<file path="config.mk">
export PLATFORM = sky130hd
export DESIGN_NAME = master_req_queue_flat
export DESIGN_NICKNAME = d
export VERILOG_FILES = /design/src/rtl/master_req_queue_if.sv /design/src/rtl/master_req_queue.sv /design/src/flat_wrapper.sv
export SDC_FILE = /design/constraint.sdc
export NUM_CORES = 1
export LEC_CHECK = 0
export CAP_MARGIN = 5
export CORE_MARGIN = 3
export CORE_UTILIZATION = 59
export CTS_BUF_LIST = sky130_fd_sc_hd__clkbuf_8
export CTS_CLUSTER_SIZE = 30
export DETAILED_ROUTE_END_ITERATION = 10
export PLACE_DENSITY_LB_ADDON = 0.15
export SETUP_SLACK_MARGIN = 0.2
export SYNTH_ARGS = -nofsm -noshare
export SYNTH_HDL_FRONTEND = slang
export SYNTH_SLANG_ARGS = --single-unit
export TNS_END_PERCENT = 10
</file>
<file path="constraint.sdc">
create_clock -name clk_i -period 6.3 [get_ports clk_i]
set_input_delay 1.575 -clock clk_i [delete_from_list [all_inputs] [get_ports clk_i]]
set_output_delay 1.575 -clock clk_i [all_outputs]
set_load 0.05 [all_outputs]
</file>
<file path="src/rtl/master_req_queue_if.sv">
// Requester-side and crossbar-side channels of the master request queue.
// The queue is the slave on the requester channel and the master on the crossbar channel.
interface mrq_req_if #(
    parameter int AW = 32,
    parameter int DW = 32
);
    logic          in_valid;
    logic          in_ready;
    logic [AW-1:0] in_addr;
    logic          in_cmd;
    logic [DW-1:0] in_wdata;
    logic          resp_valid;
    logic [DW-1:0] resp_rdata;

    modport master (
        output in_valid, in_addr, in_cmd, in_wdata,
        input  in_ready, resp_valid, resp_rdata
    );

    modport slave (
        input  in_valid, in_addr, in_cmd, in_wdata,
        output in_ready, resp_valid, resp_rdata
    );
endinterface

interface mrq_bus_if #(
    parameter int AW = 32,
    parameter int DW = 32
);
    logic          m_req;
    logic [AW-1:0] m_addr;
    logic          m_cmd;
    logic [DW-1:0] m_wdata;
    logic          m_ack;
    logic [DW-1:0] m_rdata;

    modport master (
        output m_req, m_addr, m_cmd, m_wdata,
        input  m_ack, m_rdata
    );

    modport slave (
        input  m_req, m_addr, m_cmd, m_wdata,
        output m_ack, m_rdata
    );
endinterface

</file>
<file path="src/rtl/master_req_queue.sv">
// Request queue feeding one crossbar master port; returns read data as a one-cycle pulse.
// Define MRQ_TIMEOUT_EN to drop a head request that waits more than TIMEOUT cycles for ack.
module master_req_queue #(
    parameter int DEPTH   = 4,
    parameter int AW      = 32,
    parameter int DW      = 32,
    parameter int TIMEOUT = 255
) (
    input  logic      clk_i,
    input  logic      rst_i,
    mrq_req_if.slave  req,
    mrq_bus_if.master bus
`ifdef MRQ_TIMEOUT_EN
    ,
    output logic      err_timeout_o
`endif
);

    localparam int PW = $clog2(DEPTH);
    localparam int CW = PW + 1;

    typedef struct packed {
        logic [AW-1:0] addr;
        logic          cmd;
        logic [DW-1:0] wdata;
    } entry_t;

    entry_t        mem_q [DEPTH];
    logic [PW-1:0] wr_ptr_q, wr_ptr_d;
    logic [PW-1:0] rd_ptr_q, rd_ptr_d;
    logic [CW-1:0] count_q, count_d;
    logic          rd_pend_q, rd_pend_d;
    logic          resp_valid_q, resp_valid_d;
    logic [DW-1:0] resp_rdata_q, resp_rdata_d;

    logic   full, empty, push, ack_pop, tmo_pop, pop;
    entry_t head;

    assign full    = (count_q == CW'(DEPTH));
    assign empty   = (count_q == '0);
    assign push    = req.in_valid && !full;
    assign ack_pop = !empty && bus.m_ack;
    assign pop     = ack_pop || tmo_pop;
    assign head    = empty ? '0 : mem_q[rd_ptr_q];

    assign req.in_ready   = !full;
    assign req.resp_valid = resp_valid_q;
    assign req.resp_rdata = resp_rdata_q;

    assign bus.m_req   = !empty;
    assign bus.m_addr  = head.addr;
    assign bus.m_cmd   = head.cmd;
    assign bus.m_wdata = head.wdata;

`ifdef MRQ_TIMEOUT_EN
    localparam int TW = $clog2(TIMEOUT + 1);

    logic [TW-1:0] tmo_cnt_q, tmo_cnt_d;
    logic          err_q, err_d;

    // An ack in the limit cycle wins, so the drop needs m_ack low.
    assign tmo_pop       = !empty && !bus.m_ack && (tmo_cnt_q == TW'(TIMEOUT));
    assign err_timeout_o = err_q;

    always_comb begin
        tmo_cnt_d = tmo_cnt_q;
        err_d     = tmo_pop;
        if (empty || pop) begin
            tmo_cnt_d = '0;
        end else begin
            tmo_cnt_d = tmo_cnt_q + TW'(1);
        end
    end

    always_ff @(posedge clk_i) begin
        if (rst_i) begin
            tmo_cnt_q <= '0;
            err_q     <= 1'b0;
        end else begin
            tmo_cnt_q <= tmo_cnt_d;
            err_q     <= err_d;
        end
    end
`else
    logic unused_timeout;

    assign tmo_pop        = 1'b0;
    assign unused_timeout = (TIMEOUT != 0);
`endif

    always_comb begin
        wr_ptr_d     = wr_ptr_q;
        rd_ptr_d     = rd_ptr_q;
        count_d      = count_q;
        resp_rdata_d = resp_rdata_q;

        if (push) begin
            wr_ptr_d = wr_ptr_q + PW'(1);
        end
        if (pop) begin
            rd_ptr_d = rd_ptr_q + PW'(1);
        end

        case ({push, pop})
            2'b10:   count_d = count_q + CW'(1);
            2'b01:   count_d = count_q - CW'(1);
            default: count_d = count_q;
        endcase

        // Only an acked read earns a response; a timed-out head is dropped silently.
        rd_pend_d    = ack_pop && !head.cmd;
        resp_valid_d = rd_pend_q;
        if (rd_pend_q) begin
            resp_rdata_d = bus.m_rdata;
        end
    end

    always_ff @(posedge clk_i) begin
        if (rst_i) begin
            wr_ptr_q     <= '0;
            rd_ptr_q     <= '0;
            count_q      <= '0;
            rd_pend_q    <= 1'b0;
            resp_valid_q <= 1'b0;
            resp_rdata_q <= '0;
        end else begin
            wr_ptr_q     <= wr_ptr_d;
            rd_ptr_q     <= rd_ptr_d;
            count_q      <= count_d;
            rd_pend_q    <= rd_pend_d;
            resp_valid_q <= resp_valid_d;
            resp_rdata_q <= resp_rdata_d;
        end
    end

    // Storage is not reset; the pointers and count alone define validity.
    always_ff @(posedge clk_i) begin
        if (push) begin
            mem_q[wr_ptr_q] <= '{addr: req.in_addr, cmd: req.in_cmd, wdata: req.in_wdata};
        end
    end

endmodule

</file>
<file path="src/flat_wrapper.sv">
// flat-port wrapper written by rule: the top's interface ports become plain ports
module master_req_queue_flat 
#(
    parameter int DEPTH   = 4,
    parameter int AW      = 32,
    parameter int DW      = 32,
    parameter int TIMEOUT = 255
)
  (clk_i, rst_i, req_in_valid, req_in_addr, req_in_cmd, req_in_wdata, req_in_ready, req_resp_valid, req_resp_rdata, bus_m_req, bus_m_addr, bus_m_cmd, bus_m_wdata, bus_m_ack, bus_m_rdata);
  mrq_req_if #(.AW(AW), .DW(DW)) req_i ();
  mrq_bus_if #(.AW(AW), .DW(DW)) bus_i ();
  input  logic clk_i;
  input  logic rst_i;
  input wire logic [$bits(req_i.in_valid)-1:0] req_in_valid;
  input wire logic [$bits(req_i.in_addr)-1:0] req_in_addr;
  input wire logic [$bits(req_i.in_cmd)-1:0] req_in_cmd;
  input wire logic [$bits(req_i.in_wdata)-1:0] req_in_wdata;
  output wire logic [$bits(req_i.in_ready)-1:0] req_in_ready;
  output wire logic [$bits(req_i.resp_valid)-1:0] req_resp_valid;
  output wire logic [$bits(req_i.resp_rdata)-1:0] req_resp_rdata;
  output wire logic [$bits(bus_i.m_req)-1:0] bus_m_req;
  output wire logic [$bits(bus_i.m_addr)-1:0] bus_m_addr;
  output wire logic [$bits(bus_i.m_cmd)-1:0] bus_m_cmd;
  output wire logic [$bits(bus_i.m_wdata)-1:0] bus_m_wdata;
  input wire logic [$bits(bus_i.m_ack)-1:0] bus_m_ack;
  input wire logic [$bits(bus_i.m_rdata)-1:0] bus_m_rdata;
  assign req_i.in_valid = req_in_valid;
  assign req_i.in_addr = req_in_addr;
  assign req_i.in_cmd = req_in_cmd;
  assign req_i.in_wdata = req_in_wdata;
  assign req_in_ready = req_i.in_ready;
  assign req_resp_valid = req_i.resp_valid;
  assign req_resp_rdata = req_i.resp_rdata;
  assign bus_m_req = bus_i.m_req;
  assign bus_m_addr = bus_i.m_addr;
  assign bus_m_cmd = bus_i.m_cmd;
  assign bus_m_wdata = bus_i.m_wdata;
  assign bus_i.m_ack = bus_m_ack;
  assign bus_i.m_rdata = bus_m_rdata;
  master_req_queue #(.DEPTH(DEPTH), .AW(AW), .DW(DW), .TIMEOUT(TIMEOUT)) u_core (.clk_i(clk_i), .rst_i(rst_i), .req(req_i), .bus(bus_i));
endmodule
</file>
==> qor.csv <==
metric,value,unit
outcome,"finished, final reports clean",
drtIter0Drc,390,
vias,5912,
place_congestion,0.736,
slew_headroom,27.8,%
finClkSkew,13.5,ps
num_rows,50,
syn_nets,679,
cts_buffers,45,
layout-drive-gt1-share,15.7,%
drtAntennaViolNets,0,
cts_resized,0,
first_global_vias,6593,
path_clk_slew,60,ps
synthArstFlopShare,0,%
ios,201,
dieArea,21100,um^2
grt.total_usage,21.5,%
place_inst,1005,
maxSlewViolCount,0,
synth_cell_types,24,
worstHoldStart,u_core.req.resp_rdata[5],
synthToLayoutAreaGrowth,26.3,%
cap_violations,0,
initial_core_util,60.6,%
dp_slack,1820,ps
syn_inst,572,
antenna_found_initial,2,
yosysWarnings,0,
synthTopCellsByArea,"edfxtp_1, mux4_2, dfxtp_1",
clk_latency,530,ps
worstSetupStartpointType,register,
diodes,0,
root_buffer,clkbuf_8,
core,18900,um^2
ir_worst_vdd,0.244,mV
cp.required,4720,ps
ys_seq_area_share,75.7,%
cts.sinks,303,
ys_ff_latch,303,
critical_path_class,register to output port,
drtPass1Iterations,5,
leakagePower,4.75,nW
hp-class,register to register,
min_period,4910,ps
syn_area_per_cell,20.0,um^2
cts_tree,done,
finalSetupTns,0,ps
postSynth.topFlopCell,edfxtp_1,
setup_violations,0,
max_clock_freq,204,MHz
synth-edff-count,260,
port_buffers,200,
grt_start_max_net_pins,67,
postCtsSetupBuffers,0,
powerDensity,434,nW/um^2
finalPower,6.27,mW
h-tree-depth,2,
hpwl,13200,um
wl_per_cell,20.4,um
yosys.area.top_type,edfxtp_1,
fin_nets,899,
tightest_slew,1080,ps
routed_via_density,5.46,
chipWidth,145,um
die_y,145,um
drc,0,
clock_path_buffers,3,
arrival,3340,ps
rr_startpoint,u_core.count_q[0],
synth_top_area_share,68.2,%
netlist_area,11500,um^2
grt_overflow,0,
routed_wl,22100,um
hold_violations,0,
final_util,76.5,%
worst_slack,1390,ps
crit_fanout,49,
cp-end-kind,output port,
grt_setup_unrepaired,false,
hold_buffers,0,
finalCritPeriodShare,78.0,%
grt_pass1_wl,35800,um
instances_no_fill,1083,
[cells in the mapped netlist, types with 2 or more instances]
master,count
edfxtp_1,260
and2_1,69
mux4_2,65
dfxtp_1,43
nor2_1,41
mux2i_1,33
clkbuf_1,14
buf_2,10
inv_1,7
buf_6,6
ha_1,5
xor2_1,4
a21oi_1,2
nand2b_1,2
or3_1,2
[per-layer routing]
| metal | share of wire, % | wire length (um) | track usage, % | vias up |
|---|---|---|---|---|
| li1 | - | - | - | 2665 |
| met1 | 39 | 8620 | 27.2 | 2978 |
| met2 | 52 | 11500 | 36.6 | 236 |
| met3 | 7.6 | 1690 | 6.31 | 29 |
| met4 | 1.5 | 335 | 6.60 | 4 |
| met5 | 0.10 | 23 | 0 | - |
[flip-flops by register name, summed over array words and instances (netlist names), named ones only]
name	flops
u_core.count_q	3
u_core.mem_q	260
u_core.rd_pend_q	1
u_core.rd_ptr_q	2
u_core.req.resp_rdata	32
u_core.req.resp_valid	1
u_core.wr_ptr_q	2
[layout by cell type (no fill, tap or decap), types with 5 or more instances in the layout]
cell type	synthesis	routed
edfxtp_1	260	260
inv_1	7	27
mux2i_1	33	33
clkdlybuf4s50_1	0	200
clkinv_1	0	6
nor2_1	41	41
and2_1	69	65
clkbuf_8	0	51
mux4_2	65	65
ha_1	5	5
dfxtp_1	43	40
[worst max-delay path, cell delays in order, from the launching register on]
cell and delay [ps]:
dfxtp_4 1020, buf_4 360, mux4_2 520, and2_1 180, clkdlybuf4s50_1 720
[report_power, final]
part | internal, mW | switching (mW) | total [mW] | leakage (nW)
registers | 2.40 | 0.188 | 2.59 | 2.74
logic | 0.920 | 1.35 | 2.27 | 1.53
clock network | 0.733 | 0.677 | 1.41 | 0.483
[kinds of logic (layout without fill, tap and decap cells)]
kind of cell / count (synthesis) / in the layout / synth area share (%)
AO/OA/AOI/OAI: 6 / 6 / 0.339
buffers and inverters: 37 / 288 / 1.72
flip-flops: 303 / 303 / 75.7
multiplexers: 99 / 99 / 15.8
adder cells (fa/ha/maj): 6 / 6 / 0.721
AND/OR/NAND/NOR: 117 / 117 / 5.46
XOR/XNOR: 4 / 4 / 0.306
[area by class of cell]
| class | count | area (um^2) |
|---|---|---|
| flip-flops and latches | 303 | 8680 |
| fillers | 1081 | 4430 |
| multi-input cells | 232 | 2600 |
| repair buffers | 203 | 2020 |
| clock buffers | 51 | 702 |
| well taps | 260 | 325 |
| clock inverters | 27 | 105 |
| inverters | 7 | 26.3 |
[per-stage QoR]
| stage | instance area [um^2] | hold WS [ps] |
|---|---|---|
| after floorplan | 11500 | 482 |
| after global placement | 13700 | 475 |
| after detailed placement | 13700 | 487 |
| after CTS | 14500 | 510 |
| after global routing | 14500 | 534 |
| final | 14500 | 505 |
[worst paths after layout]
path	depth (start not counted)	slack (ps)	endpoint
hold / removal	2	510	u_core.req.resp_rdata[5]
hold reg to reg	2	510	u_core.req.resp_rdata[5]
setup / recovery	4	1390	bus_m_wdata[24]
setup reg to reg	3	3900	u_core.mem_q[1][24]
Note: power is estimated with default switching activity, not from simulation.
